<file path="config.mk">
export PLATFORM = sky130hd
export DESIGN_NAME = rah_version_check_mc
export DESIGN_NICKNAME = d
export VERILOG_FILES = /design/src/rtl/rah_version_check_mc.sv
export SDC_FILE = /design/constraint.sdc
export NUM_CORES = 1
export LEC_CHECK = 0
export ABC_AREA = 1
export BUFFER_PORTS_ARGS = -buffer_cell sky130_fd_sc_hd__clkbuf_2
export CAP_MARGIN = 25
export CORE_AREA = 2 2 118 120
export DETAILED_ROUTE_END_ITERATION = 6
export DIE_AREA = 0 0 120 122
export PLACE_DENSITY = 0.69
export SLEW_MARGIN = 20
export SYNTH_ARGS = -nofsm -noshare
export SYNTH_HDL_FRONTEND = slang
export SYNTH_SLANG_ARGS = --single-unit
</file>
<file path="constraint.sdc">
create_clock -name clk -period 3.5 [get_ports clk]
set_clock_uncertainty 0.15 [all_clocks]
set_input_delay 0.35 -clock clk [delete_from_list [all_inputs] [get_ports clk]]
set_output_delay 0.35 -clock clk [all_outputs]
set_load 0.02 [all_outputs]
</file>
<file path="src/rtl/rah_version_check_mc.sv">
// RAH version checker: pops one request, decodes its opcode and streams one or
// more response packets (version, per-app capability table, ping echo, error).
module rah_version_check_mc #(
    parameter int                    PACKET_WIDTH = 48,
    parameter int                    NUM_APPS     = 4,
    parameter logic [7:0]            VER_MAJOR    = 8'd1,
    parameter logic [7:0]            VER_MINOR    = 8'd2,
    parameter logic [7:0]            VER_PATCH    = 8'd0,
    parameter logic [NUM_APPS*8-1:0] APP_VERSIONS = {NUM_APPS{8'h01}}
) (
    input  logic                    clk,
    input  logic                    rst,
    input  logic [PACKET_WIDTH-1:0] in_data,
    input  logic                    q_empty,
    input  logic                    out_full,
    output logic                    request_data,
    output logic                    w_en,
    output logic [PACKET_WIDTH-1:0] out_data,
    output logic                    busy,
    output logic [15:0]             req_count
);

    localparam logic [7:0] OP_GET_VERSION = 8'h01;
    localparam logic [7:0] OP_GET_CAPS    = 8'h02;
    localparam logic [7:0] OP_PING        = 8'h03;
    localparam logic [7:0] NUM_APPS_B     = 8'(NUM_APPS);
    localparam logic [8:0] NUM_APPS_W     = 9'(NUM_APPS);
    localparam logic [8:0] CAPS_PACKETS   = 9'(NUM_APPS + 1);

    typedef enum logic [1:0] {
        ST_IDLE,
        ST_WAIT,
        ST_DECODE,
        ST_SEND
    } state_t;

    state_t                  state_q, state_d;
    logic [47:0]             req_q, req_d;
    logic [15:0]             req_count_q, req_count_d;
    logic [8:0]              cnt_q, cnt_d;
    logic [8:0]              idx_q, idx_d;
    logic [PACKET_WIDTH-1:0] out_data_q, out_data_d;
    logic                    busy_q, busy_d;

    logic [7:0]              app_ver [NUM_APPS];

    for (genvar gi = 0; gi < NUM_APPS; gi++) begin : g_app_ver
        assign app_ver[gi] = APP_VERSIONS[gi*8 +: 8];
    end

    logic [7:0]              opcode;
    logic [7:0]              app_id;
    logic                    app_ok;
    logic [8:0]              pkt_sel;
    logic [8:0]              ver_idx;
    logic [7:0]              cap_ver;
    logic [47:0]             pkt_core;
    logic [PACKET_WIDTH-1:0] next_pkt;

    assign opcode  = req_q[7:0];
    assign app_id  = req_q[15:8];
    assign app_ok  = ({1'b0, app_id} < NUM_APPS_W);
    // Packet 0 is built while decoding; during SEND we precompute the one after the current.
    assign pkt_sel = (state_q == ST_SEND) ? (idx_q + 9'd1) : 9'd0;
    assign ver_idx = pkt_sel - 9'd1;

    always_comb begin
        cap_ver = 8'h00;
        for (int k = 0; k < NUM_APPS; k++) begin
            if (ver_idx == 9'(k)) begin
                cap_ver = app_ver[k];
            end
        end
    end

    always_comb begin
        pkt_core = 48'h0;
        case (opcode)
            OP_GET_VERSION: begin
                if (app_ok) begin
                    pkt_core = {NUM_APPS_B, VER_PATCH, VER_MINOR, VER_MAJOR, app_id, 8'h81};
                end else begin
                    pkt_core = {16'h0, 8'h01, opcode, app_id, 8'hFF};
                end
            end
            OP_GET_CAPS: begin
                if (pkt_sel == 9'd0) begin
                    pkt_core = {24'h0, NUM_APPS_B, app_id, 8'h82};
                end else begin
                    pkt_core = {16'h0, cap_ver, ver_idx[7:0], app_id, 8'h82};
                end
            end
            OP_PING: begin
                if (app_ok) begin
                    pkt_core = {req_q[47:16], app_id, 8'h83};
                end else begin
                    pkt_core = {16'h0, 8'h01, opcode, app_id, 8'hFF};
                end
            end
            default: begin
                pkt_core = {16'h0, 8'h00, opcode, app_id, 8'hFF};
            end
        endcase
    end

    always_comb begin
        next_pkt        = '0;
        next_pkt[47:0]  = pkt_core;
    end

    always_comb begin
        state_d     = state_q;
        req_d       = req_q;
        req_count_d = req_count_q;
        cnt_d       = cnt_q;
        idx_d       = idx_q;
        out_data_d  = out_data_q;
        unique case (state_q)
            ST_IDLE: begin
                if (!q_empty) begin
                    state_d = ST_WAIT;
                end
            end
            ST_WAIT: begin
                req_d = in_data[47:0];
                if (req_count_q != 16'hFFFF) begin
                    req_count_d = req_count_q + 16'd1;
                end
                state_d = ST_DECODE;
            end
            ST_DECODE: begin
                cnt_d      = (opcode == OP_GET_CAPS) ? CAPS_PACKETS : 9'd1;
                idx_d      = 9'd0;
                out_data_d = next_pkt;
                state_d    = ST_SEND;
            end
            ST_SEND: begin
                // A stalled write leaves out_data untouched so the FIFO sees a stable word.
                if (!out_full) begin
                    if (cnt_q == 9'd1) begin
                        state_d = ST_IDLE;
                    end else begin
                        cnt_d      = cnt_q - 9'd1;
                        idx_d      = idx_q + 9'd1;
                        out_data_d = next_pkt;
                    end
                end
            end
            default: begin
                state_d = ST_IDLE;
            end
        endcase
        busy_d = (state_d != ST_IDLE);
    end

    always_ff @(posedge clk) begin
        if (rst) begin
            state_q     <= ST_IDLE;
            req_q       <= '0;
            req_count_q <= '0;
            cnt_q       <= '0;
            idx_q       <= '0;
            out_data_q  <= '0;
            busy_q      <= 1'b0;
        end else begin
            state_q     <= state_d;
            req_q       <= req_d;
            req_count_q <= req_count_d;
            cnt_q       <= cnt_d;
            idx_q       <= idx_d;
            out_data_q  <= out_data_d;
            busy_q      <= busy_d;
        end
    end

    // Strobes follow the live FIFO flags so a pop or write never acts on stale status.
    assign request_data = (state_q == ST_IDLE) && !q_empty && !rst;
    assign w_en         = (state_q == ST_SEND) && !out_full && !rst;
    assign out_data     = out_data_q;
    assign busy         = busy_q;
    assign req_count    = req_count_q;

endmodule

</file>
==> results.cfg, run 1 <==
[status]
outcome = finished clean

[global_routing]
overflow = 0
globalRouteTotalUtil_pct = 20.55
antenna_found_initial = 0
grt_pass1_wl_um = 24210
grt_max_degree = 56
grt_pass1_vias = 5216

[synthesis]
avgSynthCellArea_um2 = 7.200
yosys_register_bits = 129
syn_inst = 803
synth_top_area_share_pct = 44.67
synth_area_leaders = dfxtp_1, nor2_1, o21ai_0, nand2_1, a21oi_1
synthArstFlopShare_pct = 0
synth-main-ff-cell = dfxtp_1
yosys_warnings = 0
synth-edff-count = 0
synth-seq-area-share_pct = 44.67
synth_area_mm2 = 0.005782
synth_nets = 864
yosysTopAreaCell = dfxtp_1
ys_types = 43

[worst_setup_path]
rr_worst_depth = 16
crit_fanout = 11
cp-start-kind = flop
cp.required_ps = 3700
worstSetupEndpointType = flop
crit_arrival_ps = 2560
critical_path_class = reg2reg

[route]
drc = 0
drt-pass1-iter-count = 5
drtIter0Drc = 369
routedWlPerCell_um = 13.12
final_antenna_net_count = 0
drt-vias-per-instance = 4.929
wl_um = 14590
via_count = 5481

[timing]
fin_crit_ps = 2360
rsz0062_at_grt = no
relSlewSlack_pct = 39.33
fmax_ghz = 0.4237
setup_violations = 0
slew_viol_final = 0
worstMarginPinSlew_ps = 906.6
period_share_pct = 67.43
hold_violations = 0
fin_tns_setup_ps = 0

[clock_tree]
clk_latency_ps = 420
clkTransAtPathRegs_ps = 60
cts_tree = built
htreeDepth = 4
cts_root_buf = clkbuf_16
cts_max_path_buffers = 2
cts.sinks = 129
cts_buffers = 17
ctsResizeCount = 0

[floorplan]
core_mm2 = 0.01350
core.rowCount = 43
ios = 119
design.die.area_mm2 = 0.01464
start_util_pct = 42.81
die_h_um = 122
die_w_um = 120

[power]
vdd_ir_drop_max_mv = 0.3167
p_leak_nw = 3.207
p_per_area_mw_per_mm2 = 612.4

[layout]
num_antenna_cells = 0
final_cell_mix = nor2_1, dfxtp_1, clkbuf_2
seq_area_mm2 = 0.002582
layout_commonest_cell = nor2_1
drive_gt1_share_pct = 20.82
finalNonFillerCells = 1112
fin_nets = 981
multi_input_area_mm2 = 0.002734
fill_cells = 1317
syn2layout_area_growth_pct = 24.32

[hold_path]
min_path_type = in2reg
min_path_cells = 3

[placement]
dp_hpwl_um = 9648
placedCellCount = 1067
gp_congestion = 0.8696
io_buffer_count = 118

[flow_run]
max-cap-violations = 0
logic make-up (layout without fill, tap and decap cells):
group                      Yosys count  in the layout  synth area share (%)
DFF                                129            129                 44.67
adders and majority gates            9              9                 1.948
buffers and inverters              108            237                 8.050
AOI/OAI and AO/OA                  190            190                 17.33
xor gates and xnor gates             4              4                0.6060
and+or+nand+nor                    363            363                 27.40
repair_timing:
action,in CTS,in global routing
hold buffers,14,0
setup buffers,0,0
endpoints found under the hold margin,14,0
flip-flops by register name, indices dropped and copies added (netlist names):
name       count
req_q         48
out_data      44
req_count     16
cnt_q          9
idx_q          9
state_q        2
busy           1
worst paths after layout:
path,startpoint,to,slack [ps]
setup reg to reg,state_q[1]$_SDFF_PP0_,out_data[24]$_SDFFE_PP0P_,1140
setup / recovery,state_q[1]$_SDFF_PP0_,out_data[24]$_SDFFE_PP0P_,1140
hold reg to reg,out_data[10]$_SDFFE_PP0P_,out_data[10]$_SDFFE_PP0P_,310
hold / removal,in_data[13],req_q[13]$_SDFFE_PP0P_,10
routing by layer:
layer  GRT usage (%)  share of wire (%)  up-vias
li1                -                  -     2845
met1           25.93                 46     2491
met2           33.31                 47      121
met3           4.728                4.0       24
met4           9.706                2.4        0
met5               0                  0        -
cell usage after synthesis, drive strengths merged, types with 2 or more instances:
cell,instances
clkinv,2
nor3,9
xor2,2
nand2,122
or2,2
a31oi,2
xnor2,2
nand3,39
ha,9
nor2,176
a211oi,2
nor3b,6
o21a,2
buf,18
dfxtp,129
o21ai,106
clkbuf,25
nand4,5
a21oi,74
nor4,2
inv,63
metrics by stage:
| step | total power, mW | cell area [um2] | hold slack (ps) | util [%] | setup WS (ps) |
|---|---|---|---|---|---|
| after floorplan | 2.374 | 5782 | 279.4 | - | 1494 |
| after global placement | 2.592 | 6449 | 296.4 | 47.75 | 1189 |
| after detailed placement | 2.602 | 6449 | 305.9 | 47.75 | 1157 |
| after CTS | 4.419 | 7188 | 0.05668 | 53.23 | 1132 |
| after global routing | 4.614 | 7188 | 14.59 | 53.23 | 841.7 |
| final | 4.402 | 7188 | 12.66 | 53.23 | 1140 |
where the power goes:
part / switching (mW) / internal (mW)
Sequential: 0.116 / 1.65
Combinational: 0.551 / 0.268
Clock: 0.622 / 1.19
worst max-delay path, stage by stage, from the launching register on:
cell     delay, ps
dfxtp_1        540
nand2_4        190
inv_6          130
nand2_1        130
inv_1          130
ha_1           150
nor2_1          40
nor3b_1        130
nor2_1         100
nand2_1         50
nor2_1          80
nand2_1         60
nor2_1          80
nand3_1         70
nand2_1         70
nand2_1         60
a21oi_2        130
layout make-up:
class                   count  area share [%]
clock buffers              26           6.945
flip-flops and latches    129           35.93
inverters                  65           3.464
repair buffers            141           11.11
well taps                 180           3.133
multi-input cells         566           38.03
clock inverters             5           1.393
Note: power is estimated with default switching activity, not from simulation.
==> inputs of run 2 (changes only) <==
==> constraint.sdc (replaced) <==
create_clock -name clk -period 2.35 [get_ports clk]
set_clock_uncertainty 0.15 [all_clocks]
set_input_delay 0.235 -clock clk [delete_from_list [all_inputs] [get_ports clk]]
set_output_delay 0.235 -clock clk [all_outputs]
set_load 0.02 [all_outputs]
==> run 2 against run 1 <==
Sequential power is 49% higher. Register-to-register slack lost 920 ps. Routed wire length rose by 3.6%. Setup slack lost 920 ps. Critical path type unchanged. Highest routed layer unchanged.
==> results.cfg, run 2 (same netlist as run 1, synthesis figures left out) <==
[timing]
period_share_pct = 90.62
slew_viol_final = 0
relSlewSlack_pct = 64.35
worstMarginPinSlew_ps = 534.8
fmax_ghz = 0.4696
whs_ps = 58.45
setup_violations = 0
rsz0062_at_grt = no
hold_violations = 0
fin_ws_ps = 220.5
fin_crit_ps = 2130
fin_tns_setup_ps = 0

[floorplan]
ios = 119
die_h_um = 122
core.rowCount = 43
start_util_pct = 42.81
design.die.area_mm2 = 0.01464
core_mm2 = 0.01350
die_w_um = 120

[worst_setup_path]
max_stage_delay_ps = 380
cp-start-kind = flop
cpLargestDelayFamily = simple AND/OR/NAND/NOR gates
critical_path_class = reg2reg
crit_arrival_ps = 2280
crit_chain = ha_1, nand2_1, inv_1, ha_1, nor2_1, nor3b_1, nor2_1, nand2_1, nor2_1, nand2_1, nor2_1, nand3_1, nand2_1, nand2_1, a21oi_2
critPathSlowestCell = dfxtp_1
worstSetupEndpointType = flop
critical_path_buf_inv_count = 1
path_common_cell = nand2_1
cp.required_ps = 2500
crit_fanout = 5

[placement]
dp_hpwl_um = 10000
dpl_worst_slack_ps = 252.2
gp_congestion = 0.8884
io_buffer_count = 118

[route]
drtIter0Drc = 281
drt-pass1-iter-count = 6
wl_um = 15120
drc = 0
via_count = 5665
drt-vias-per-instance = 4.909
routedWlPerCell_um = 13.10
final_antenna_net_count = 0

[layout]
syn2layout_area_growth_pct = 32.07
largest_reg_flops = 48
fin_nets = 1022
num_antenna_cells = 0
regMostFlops = req_q
final_cell_mix = nor2_1, dfxtp_1, clkbuf_2
utilization_pct = 56.55
drive_gt1_share_pct = 21.05
layout_commonest_cell = nor2_1

[status]
outcome = finished clean

[global_routing]
grt_pass1_wl_um = 25050
overflow = 0
antenna_found_initial = 0
grt_pass1_vias = 5279
globalRouteTotalUtil_pct = 21.24
grt_max_degree = 52

[clock_tree]
cts_setup_buffers = 0
hold_buffers = 49
cts_tree = built
htreeDepth = 4
cts_root_buf = clkbuf_16
clk_latency_ps = 420
cts_buffers = 17
cts_max_path_buffers = 2
cts.sinks = 129
clkTransAtPathRegs_ps = 50
ctsResizeCount = 0

[hold_path]
min_path_type = in2reg

[power]
vdd_ir_drop_max_mv = 0.5363
p_leak_nw = 3.396
p_per_area_mw_per_mm2 = 872.4

[flow_run]
max-cap-violations = 0
-- run 2: changes by cell type in the layout (fill, tap and decap cells not counted) --
cell,previous run,this run
clkinvlp_4,0,3
buf_12,0,3
clkinv_4,0,3
buf_4,9,12
inv_6,1,2
clkbuf_8,4,2
dlygate4sd3_1,14,49
clkbuf_1,5,1
-- run 2: worst paths after layout --
| path | from | to | slack [ps] | depth (start not counted) |
|---|---|---|---|---|
| hold reg to reg | out_data[22]$_SDFFE_PP0P_ | out_data[22]$_SDFFE_PP0P_ | 310 | 2 |
| setup reg to reg | idx_q[1]$_SDFFE_PP0P_ | out_data[24]$_SDFFE_PP0P_ | 220 | 15 |
| hold / removal | rst | cnt_q[1]$_SDFFE_PP0P_ | 60 | 3 |
| setup / recovery | idx_q[1]$_SDFFE_PP0P_ | out_data[24]$_SDFFE_PP0P_ | 220 | 15 |
-- run 2: area by class of cell --
class / count / area (um2)
multi-input combinational: 566 / 2734
timing repair buffer: 182 / 1231
fill: 1266 / 5868
clock buffer: 20 / 456.7
tap: 180 / 225.2
inverter: 65 / 249.0
sequential: 129 / 2582
clock inverter: 12 / 157.7
-- run 2: power by group --
group / leakage [nW] / total, mW / switching, mW / internal [mW]
Clock: 0.293 / 2.71 / 0.983 / 1.73
Sequential: 1.05 / 2.63 / 0.168 / 2.46
Combinational: 2.05 / 1.32 / 0.855 / 0.466
Total: 3.40 / 6.66 / 2.01 / 4.66
-- run 2: routing by layer --
metal  routed length, um  GRT usage, %  vias up  share of wire (%)
met1                7085         27.23     2618                 47
met5                   0             0        -                  0
met3                 514         4.916       12                3.4
met2                7352         35.58      107                 49
li1                    -             -     2928                  -
met4                 163         6.544        0                1.1
-- run 2: stage by stage --
step | cell area (um2) | instances | power, mW
final | 7636 | 1154 | 6.662
after global routing | 7636 | 1154 | 7.005
after CTS | 7636 | 1154 | 6.692
after detailed placement | 6531 | 1073 | 3.915
after global placement | 6531 | 1073 | 3.901
after floorplan | 5782 | 803 | 3.536
-- run 2: tightest hold or removal path: stages --
cell and delay (ps):
clkbuf_2 110, buf_4 170, nor2_1 60
